## src/rtl/berlekamp_massey_4.sv

```systemverilog
// Inversionless Berlekamp-Massey key-equation solver for RS(15,11) over GF(16), t=2.
// Optional BM_NORMALISE_EN adds a NORM cycle that scales Lambda so Lambda0=1.
module berlekamp_massey_4 (
  input  logic       CLK,
  input  logic       RESET,
  input  logic [3:0] IN_SERIAL,
  input  logic       IN_VALID,
  output logic [3:0] OUT_SERIAL,
  output logic       OUT_VALID,
  output logic       BUSY,
  output logic [1:0] ERR_COUNT,
  output logic       UNCORRECTABLE
);

  localparam logic [4:0] GF_POLY = 5'b10011;
  localparam int         NSYN    = 4;

  typedef enum logic [1:0] {ST_LOAD, ST_ITER, ST_NORM, ST_OUT} state_t;

  function automatic logic [3:0] gf_mul(input logic [3:0] a, input logic [3:0] b);
    logic [7:0] p;
    p = '0;
    for (int i = 0; i < 4; i++)
      if (b[i]) p = p ^ ({4'b0, a} << i);
    for (int k = 7; k >= 4; k--)
      if (p[k]) p = p ^ ({3'b0, GF_POLY} << (k - 4));
    return p[3:0];
  endfunction

  // Failure if L exceeds t, L disagrees with the actual degree, or Lambda3 survives.
  function automatic logic calc_uncorr(input logic [3:0][3:0] lam, input logic [2:0] l);
    logic [2:0] deg;
    deg = '0;
    for (int j = 1; j < 4; j++)
      if (lam[j] != 4'h0) deg = 3'(j);
    return (l > 3'd2) || (deg != l) || (lam[3] != 4'h0);
  endfunction

`ifdef BM_NORMALISE_EN
  function automatic logic [3:0] gf_inv(input logic [3:0] a);
    case (a)
      4'h1: return 4'h1;  4'h2: return 4'h9;  4'h3: return 4'hE;  4'h4: return 4'hD;
      4'h5: return 4'hB;  4'h6: return 4'h7;  4'h7: return 4'h6;  4'h8: return 4'hF;
      4'h9: return 4'h2;  4'hA: return 4'hC;  4'hB: return 4'h5;  4'hC: return 4'hA;
      4'hD: return 4'h4;  4'hE: return 4'h3;  4'hF: return 4'h8;
      default: return 4'h0;
    endcase
  endfunction
`endif

  state_t           r_state, w_state_nxt;
  logic [1:0]       r_cnt, r_r, r_oidx;
  logic [3:0][3:0]  r_syn, r_lam, r_b;
  logic [3:0]       r_gamma;
  logic [2:0]       r_l;
  logic [1:0]       r_err_cnt;
  logic             r_uncorr;

  logic [3:0]       w_delta;
  logic [3:0][3:0]  w_lam_nxt, w_b_nxt;
  logic [2:0]       w_l_nxt;
  logic             w_upd;
  logic [1:0]       w_idx;

  always_comb begin
    w_delta = '0;
    w_idx   = '0;
    for (int j = 0; j < 4; j++) begin
      w_idx = r_r - 2'(j);
      if (j <= int'(r_r)) w_delta = w_delta ^ gf_mul(r_lam[j], r_syn[w_idx]);
    end
    for (int j = 0; j < 4; j++) begin
      w_lam_nxt[j] = gf_mul(r_gamma, r_lam[j]);
      if (j > 0) w_lam_nxt[j] = w_lam_nxt[j] ^ gf_mul(w_delta, r_b[j-1]);
    end
    w_upd   = (w_delta != 4'h0) && ({r_l, 1'b0} <= {2'b0, r_r});
    w_b_nxt = w_upd ? r_lam : {r_b[2:0], 4'h0};
    w_l_nxt = w_upd ? ({1'b0, r_r} + 3'd1 - r_l) : r_l;
  end

  always_ff @(posedge CLK) begin
    if (RESET) r_state <= ST_LOAD;
    else       r_state <= w_state_nxt;
  end

  always_comb begin
    w_state_nxt = r_state;
    OUT_VALID   = 1'b0;
    BUSY        = 1'b1;
    OUT_SERIAL  = 4'h0;
    case (r_state)
      ST_LOAD: begin
        BUSY = 1'b0;
        if (IN_VALID && r_cnt == 2'(NSYN - 1)) w_state_nxt = ST_ITER;
      end
      ST_ITER: begin
`ifdef BM_NORMALISE_EN
        if (r_r == 2'd3) w_state_nxt = ST_NORM;
`else
        if (r_r == 2'd3) w_state_nxt = ST_OUT;
`endif
      end
      ST_NORM: w_state_nxt = ST_OUT;
      ST_OUT: begin
        OUT_VALID  = 1'b1;
        OUT_SERIAL = r_lam[r_oidx];
        if (r_oidx == 2'd2) w_state_nxt = ST_LOAD;
      end
      default: w_state_nxt = ST_LOAD;
    endcase
  end

  always_ff @(posedge CLK) begin
    if (RESET) begin
      r_cnt     <= '0;
      r_r       <= '0;
      r_oidx    <= '0;
      r_syn     <= '0;
      r_lam     <= {4'h0, 4'h0, 4'h0, 4'h1};
      r_b       <= {4'h0, 4'h0, 4'h0, 4'h1};
      r_gamma   <= 4'h1;
      r_l       <= '0;
      r_err_cnt <= '0;
      r_uncorr  <= 1'b0;
    end else begin
      case (r_state)
        ST_LOAD: if (IN_VALID) begin
          r_syn[r_cnt] <= IN_SERIAL;
          r_cnt        <= r_cnt + 2'd1;
          if (r_cnt == 2'(NSYN - 1)) begin
            r_r       <= '0;
            r_lam     <= {4'h0, 4'h0, 4'h0, 4'h1};
            r_b       <= {4'h0, 4'h0, 4'h0, 4'h1};
            r_gamma   <= 4'h1;
            r_l       <= '0;
            r_err_cnt <= '0;
            r_uncorr  <= 1'b0;
          end
        end
        ST_ITER: begin
          r_lam  <= w_lam_nxt;
          r_b    <= w_b_nxt;
          r_l    <= w_l_nxt;
          r_r    <= r_r + 2'd1;
          r_oidx <= '0;
          if (w_upd) r_gamma <= w_delta;
`ifndef BM_NORMALISE_EN
          if (r_r == 2'd3) begin
            r_err_cnt <= w_l_nxt[1:0];
            r_uncorr  <= calc_uncorr(w_lam_nxt, w_l_nxt);
          end
`endif
        end
`ifdef BM_NORMALISE_EN
        ST_NORM: begin
          r_err_cnt <= r_l[1:0];
          r_uncorr  <= calc_uncorr(r_lam, r_l) || (r_lam[0] == 4'h0);
          if (r_lam[0] != 4'h0)
            for (int j = 0; j < 4; j++) r_lam[j] <= gf_mul(gf_inv(r_lam[0]), r_lam[j]);
        end
`endif
        ST_OUT: r_oidx <= r_oidx + 2'd1;
        default: ;
      endcase
    end
  end

  assign ERR_COUNT     = r_err_cnt;
  assign UNCORRECTABLE = r_uncorr;

endmodule
```

## config.mk

```make
export PLATFORM = sky130hd
export DESIGN_NAME = berlekamp_massey_4
export DESIGN_NICKNAME = d
export VERILOG_FILES = /design/src/rtl/berlekamp_massey_4.sv
export SDC_FILE = /design/constraint.sdc
export NUM_CORES = 1
export LEC_CHECK = 0
export ABC_AREA = 1
export BUFFER_PORTS_ARGS = -buffer_cell sky130_fd_sc_hd__buf_2
export CAP_MARGIN = 40
export CORE_MARGIN = 2
export CORE_UTILIZATION = 35
export CTS_BUF_LIST = sky130_fd_sc_hd__clkbuf_8
export CTS_CLUSTER_DIAMETER = 120
export DETAILED_ROUTE_END_ITERATION = 10
export GPL_TIMING_DRIVEN = 0
export PLACE_DENSITY = 0.62
export SLEW_MARGIN = 20
export SYNTH_ARGS = -nofsm -noshare
export SYNTH_HDL_FRONTEND = slang
export SYNTH_SLANG_ARGS = --single-unit
```

## constraint.sdc

```tcl
create_clock -name CLK -period 3.3 [get_ports CLK]
set_input_delay 0.495 -clock CLK [delete_from_list [all_inputs] [get_ports CLK]]
set_output_delay 0.495 -clock CLK [all_outputs]
set_load 0.05 [all_outputs]
```

==> metrics.cfg, run 1 <==
[global_route]
grt_pass1_wl_mm = 37.7
grt-busiest-layer = met2
grt_usage = 0.214
use_met2 = 0.344
grt_pass1_vias = 7248
grt_util_met3 = 0.0244
grt_antenna_before_repair = 0
grt_max_degree = 13
overflow = 0
met1_usage = 0.303

[timing]
setup_viol = 23
fin_skew_ns = 0.0153
worst_pin_slew_ns = 0.775
period_share = 1.15
rsz0062_at_grt = yes
clock.fmax_ghz = 0.263
drv_slew = 0
post-route-min-period_ns = 3.80
relSlewSlack = 0.483
hold_violations = 0
worst_slack_ns = -0.500

[layout]
num_antenna_cells = 0
drive_gt1_frac = 0.288
nFillCells = 2102
fin_nets = 1398
design_area_mm2 = 0.00960
final_common_cell = nand2_1
layout.cells.non_filler = 1655
final_cell_mix = nand2_1 (374), inv_1 (125), nand2_2 (111)
area_growth_pct = 29.6

[floorplan]
chipWidth_um = 150
core-area_mm2 = 0.0209
dieArea_mm2 = 0.0224
ios = 16
start_util = 0.355
rows = 53
die_y_um = 150

[synthesis]
synth_seq_cells = 62
synth_area_leaders = nand2_1 (23%), dfxtp_1 (17%), nand3_1 (9.5%)
ys.flop_type = dfxtp_1
syn_inst = 1301
synth_top_area_cell = nand2_1
netlist_area_mm2 = 0.00741
synthesis.nets = 1324
yosysSeqAreaShare = 0.168
synth_warnings = 0
synth_edf_count = 0
synth.avg_cell_area_um2 = 5.70
ys_types = 42
async_flop_share = 0
synth_top_area_share = 0.234

[clocking]
numCtsBuffers = 9
ctsHoldBuffers = 0
h-tree-depth = 3
worstSkewPairLatency_ns = 0.36
clock_path_buffers = 2
cts-root-buf = clkbuf_8
clock_sinks = 62
path_clk_slew_ns = 0.08
cts_tree = done

[run_status]
outcome = finished, violations left
violations = negative setup slack

[setup_path]
crit_fanout = 8
critPathSlowestCell = dfxtp_2
worst_setup_path_start_kind = flop
cp_common_cell = nand2_1
worstPathArrival_ns = 4.03
crit_required_ns = 3.53
end_kind = flop
max_stage_delay_ns = 0.35
crit_type = reg -> reg

[power_and_ir_drop]
peakVddDrop_mv = 0.505
power_density_mw_per_mm2 = 515
p_leak_uw = 0.00397
p_total_uw = 4940

[placed_design]
place_congestion = 0.922
post-place-ws_ns = -0.861
placed_area_mm2 = 0.00789
dp.cells = 1590
hpwlAfterDp_mm = 18.0
portBuffers = 14

[hold_path]
worstHoldPathType = in -> reg

[route]
wl_per_cell_um = 15.2
viasPerCell = 5.07
drc = 0
via_count = 8389
first_iter_violations = 763
drtPass1Iterations = 5
routed_wl_mm = 25.1
detail-route-antenna-nets = 0

[job]
cap_violations = 0

registers in the layout (all words and copies together), names as in the netlist:
signal         count
UNCORRECTABLE      1
r_state            2
r_gamma            4
r_b               12
r_syn             16
r_cnt              2
ERR_COUNT          2
r_r                2
r_oidx             2
r_lam             16
r_l                3
path summary, 6_finish.rpt:
path           startpoint       endpoint  slack [ns]  cells past startpoint
max                r_r[1]  UNCORRECTABLE       -0.50                     32
min          IN_SERIAL[0]       r_syn[8]        0.44                      3
max reg2reg        r_r[1]  UNCORRECTABLE       -0.50                     32
min reg2reg        r_b[4]         r_b[4]        0.50                      2
power breakdown:
| group | internal (uW) | leakage [uW] | switching [uW] |
|---|---|---|---|
| logic | 1270 | 0.00335 | 1930 |
| clock network | 504 | 0.000116 | 350 |
| registers | 816 | 0.000503 | 73.2 |
per-layer routing:
layer  share of wire  vias up
li1                -     4237
met1            0.46     3872
met2            0.46      243
met3           0.058       37
met4           0.020        0
met5               0        -
logic make-up (layout without fill, tap and decap cells):
| group | Yosys count | in the layout | share of synthesized area |
|---|---|---|---|
| compound gates | 135 | 135 | 0.0968 |
| simple gates | 808 | 809 | 0.502 |
| flops | 62 | 62 | 0.168 |
| buf+inv | 205 | 283 | 0.117 |
| xor+xnor | 75 | 75 | 0.0897 |
| fa+ha+maj | 16 | 16 | 0.0270 |
cell type report:
| type | instances | area [um^2] | area share |
|---|---|---|---|
| multi-input cells | 1035 | 6250 | 0.652 |
| clock buffers | 9 | 124 | 0.0129 |
| plain buffers | 52 | 327 | 0.0340 |
| well taps | 275 | 344 | 0.0358 |
| repair buffers | 64 | 578 | 0.0602 |
| flip-flops and latches | 62 | 1250 | 0.130 |
| clock inverters | 7 | 123 | 0.0128 |
| inverters | 151 | 604 | 0.0629 |
per-stage QoR:
stage	hold WS, ns	utilization	TNS (ns)
after floorplan	0.458	-	0
after global placement	0.471	0.378	-10.68
after detailed placement	0.481	0.378	-10.93
after CTS	0.428	0.422	-1.63
after global routing	0.441	0.460	-11.42
final	0.438	0.460	-4.62
worst max-delay path: cells and delay by family, from the launching register on:
kind                     cells  cell delay [ns]
AO/OA/AOI/OAI                1             0.05
adder cells (fa/ha/maj)      1             0.25
buffers and inverters        6             0.75
AND/OR/NAND/NOR             24             2.26
flip-flops                   1             0.35
cells in the mapped netlist (all sizes together), types with 4 or more instances:
master	count
inv	150
o21ai	42
dfxtp	62
nor2	107
ha	16
nand3b	10
nand2	506
nand3	177
a211oi	4
buf	17
nand4	5
xnor2	46
clkbuf	37
a21oi	81
xor2	29
what timing repair did:
item / in CTS / in global routing
setup endpoints to repair: 34 / 34
resized for setup: 110 / 166
pin swaps: 27 / 101
setup buffers: 25 / 23
gates cloned: 2 / 1
No activity file was read; power rests on OpenSTA's default activity.
==> run 2: changes to the inputs <==
--- a/config.mk
+++ b/config.mk
@@ -8,13 +8,15 @@
 export ABC_AREA = 1
 export BUFFER_PORTS_ARGS = -buffer_cell sky130_fd_sc_hd__buf_2
 export CAP_MARGIN = 40
+export CELL_PAD_IN_SITES_DETAIL_PLACEMENT = 1
+export CELL_PAD_IN_SITES_GLOBAL_PLACEMENT = 1
 export CORE_MARGIN = 2
 export CORE_UTILIZATION = 35
 export CTS_BUF_LIST = sky130_fd_sc_hd__clkbuf_8
 export CTS_CLUSTER_DIAMETER = 120
 export DETAILED_ROUTE_END_ITERATION = 10
 export GPL_TIMING_DRIVEN = 0
-export PLACE_DENSITY = 0.62
+export PLACE_DENSITY = 0.8
 export SLEW_MARGIN = 20
 export SYNTH_ARGS = -nofsm -noshare
 export SYNTH_HDL_FRONTEND = slang
==> metrics.cfg, run 2 (synthesized netlist as in run 1, its figures left out) <==
[run_status]
outcome = finished, violations left  ; unchanged
violations = negative setup slack  ; unchanged

[route]
viasPerCell = 5.52  ; was 5.07
detail-route-antenna-nets = 0  ; unchanged
routed_wl_mm = 31.8  ; was 25.1 mm
drtPass1Iterations = 5  ; unchanged
wl_per_cell_um = 19.3  ; was 15.2 um
drc = 0  ; unchanged
first_iter_violations = 646  ; was 763
via_count = 9092  ; was 8389

[timing]
post-route-min-period_ns = 3.99  ; was 3.80 ns
fin_skew_ns = 0.0214  ; was 0.0153 ns
worst_pin_slew_ns = 0.918  ; was 0.775 ns
hold_violations = 0  ; unchanged
relSlewSlack = 0.388  ; was 0.483
period_share = 1.21  ; was 1.15
worst_slack_ns = -0.695  ; was -0.500 ns
setup_viol = 30  ; was 23
clock.fmax_ghz = 0.250  ; was 0.263 GHz
drv_slew = 0  ; unchanged
setup_total_negative_slack_ns = -9.33  ; was -4.62 ns
rsz0062_at_grt = yes  ; unchanged

[global_route]
grt_pass1_wl_mm = 44.4  ; was 37.7 mm
overflow = 0  ; unchanged
grt_max_degree = 13  ; unchanged
grt_pass1_vias = 8553  ; was 7248
grt_antenna_before_repair = 0  ; unchanged
grt_usage = 0.253  ; was 0.214

[setup_path]
crit_required_ns = 3.61  ; was 3.53 ns
crit_type = reg -> reg  ; unchanged
end_kind = flop  ; unchanged
worstPathArrival_ns = 4.30  ; was 4.03 ns
critPathSlowestCell = dfxtp_2  ; unchanged
worst_setup_path_start_kind = flop  ; unchanged
max_stage_delay_ns = 0.36  ; was 0.35 ns
cp_common_cell = nand2_1  ; unchanged
crit_fanout = 8  ; unchanged

[floorplan]
core-area_mm2 = 0.0209  ; unchanged
start_util = 0.355  ; unchanged
chipWidth_um = 150  ; unchanged
dieArea_mm2 = 0.0224  ; unchanged
ios = 16  ; unchanged
die_y_um = 150  ; unchanged
rows = 53  ; unchanged

[layout]
final_common_cell = nand2_1  ; unchanged
post-route-util = 0.460  ; about the same
final_cell_mix = nand2_1 (395), inv_1 (126), nand3_1 (108)  ; was nand2_1 (374), inv_1 (125), nand2_2 (111)
design_area_mm2 = 0.00961  ; was 0.00960 mm^2
area_growth_pct = 29.7  ; was 29.6%
drive_gt1_frac = 0.280  ; was 0.288
layout.cells.non_filler = 1648  ; was 1655
fin_nets = 1391  ; was 1398
num_antenna_cells = 0  ; unchanged
nFillCells = 2772  ; was 2102
top_regs = r_lam: 16 flops, r_syn: 16 flops, r_b: 12 flops  ; unchanged

[hold_path]
worstHoldPathType = in -> reg  ; unchanged

[placed_design]
hpwlAfterDp_mm = 20.6  ; was 18.0 mm
dp.cells = 1590  ; unchanged
portBuffers = 14  ; unchanged
placed_area_mm2 = 0.00789  ; unchanged
place_congestion = 0.906  ; was 0.922

[clocking]
cts_tree = done  ; unchanged
numCtsBuffers = 9  ; unchanged
path_clk_slew_ns = 0.08  ; about the same
clock_path_buffers = 2  ; unchanged
worstSkewPairLatency_ns = 0.38  ; was 0.36 ns
cts-root-buf = clkbuf_8  ; unchanged
ctsHoldBuffers = 0  ; unchanged
h-tree-depth = 3  ; unchanged
clock_sinks = 62  ; unchanged

[job]
cap_violations = 0  ; unchanged

[power_and_ir_drop]
seq_power_share = 0.178  ; was 0.180
switching_share = 0.502  ; was 0.476
power_density_mw_per_mm2 = 525  ; was 515 mW/mm^2
p_clk_frac = 0.174  ; was 0.173
power_frac_comb = 0.649  ; was 0.647
peakVddDrop_mv = 0.615  ; was 0.505 mV
p_leak_uw = 0.00395  ; was 0.00397 uW
p_int_uw = 2510  ; was 2590 uW
p_sw_uw = 2530  ; was 2350 uW

[run 2: timing repair]
| item | in CTS | in global routing |
|---|---|---|
| resized for setup | 126 | 140 |
| setup endpoints to repair | 34 | 36 |
| gates cloned | 2 | 2 |
| setup buffers | 28 | 17 |
| pin swaps | 60 | 72 |
[run 2: stage by stage]
stage	setup WS [ns]	hold WS (ns)	total power, uW
6_report	-0.695	0.437	5050
5_1_grt	-0.887	0.450	5280
4_1_cts	-0.478	0.430	4430
3_5_place_dp	-0.972	0.491	2960
3_3_place_gp	-0.867	0.471	2890
2_1_floorplan	0.00571	0.458	2360
[run 2: worst paths after layout]
path              slack [ns]         start  cells after the start            end
hold / removal          0.44  IN_SERIAL[3]                      3      r_syn[11]
hold reg to reg         0.51      r_syn[9]                      2       r_syn[9]
setup reg to reg       -0.69        r_r[1]                     32  UNCORRECTABLE
setup / recovery       -0.69        r_r[1]                     32  UNCORRECTABLE
[run 2: worst max-delay path: cells and delay by family (launching register included)]
family	cells	cell delay, ns
AO/OA/AOI/OAI	2	0.36
XOR/XNOR	1	0.17
adder cells (fa/ha/maj)	1	0.25
buffers and inverters	7	0.76
flip-flops	1	0.36
AND/OR/NAND/NOR	21	1.98
[run 2: final cells by class]
type | count | area (um^2) | area share
multi-input combinational | 1035 | 6320 | 0.658
sequential | 62 | 1250 | 0.130
inverter | 151 | 604 | 0.0629
timing repair buffer | 62 | 536 | 0.0557
tap | 275 | 344 | 0.0358
buffer | 47 | 309 | 0.0322
clock buffer | 10 | 138 | 0.0143
clock inverter | 6 | 109 | 0.0113
[run 2: layer usage]
layer	global-route usage	share of wire
met5	0	0
met4	0.0857	0.038
met3	0.0280	0.058
met1	0.328	0.41
met2	0.435	0.49
[run 2: power by group through the flow]
stage,logic (uW),clock network (uW),registers [uW]
final,3270,876,896
after global routing,3470,903,903
after CTS,2670,867,888
after detailed placement,2060,0,904
after global placement,1990,0,900
after floorplan,1450,0,913
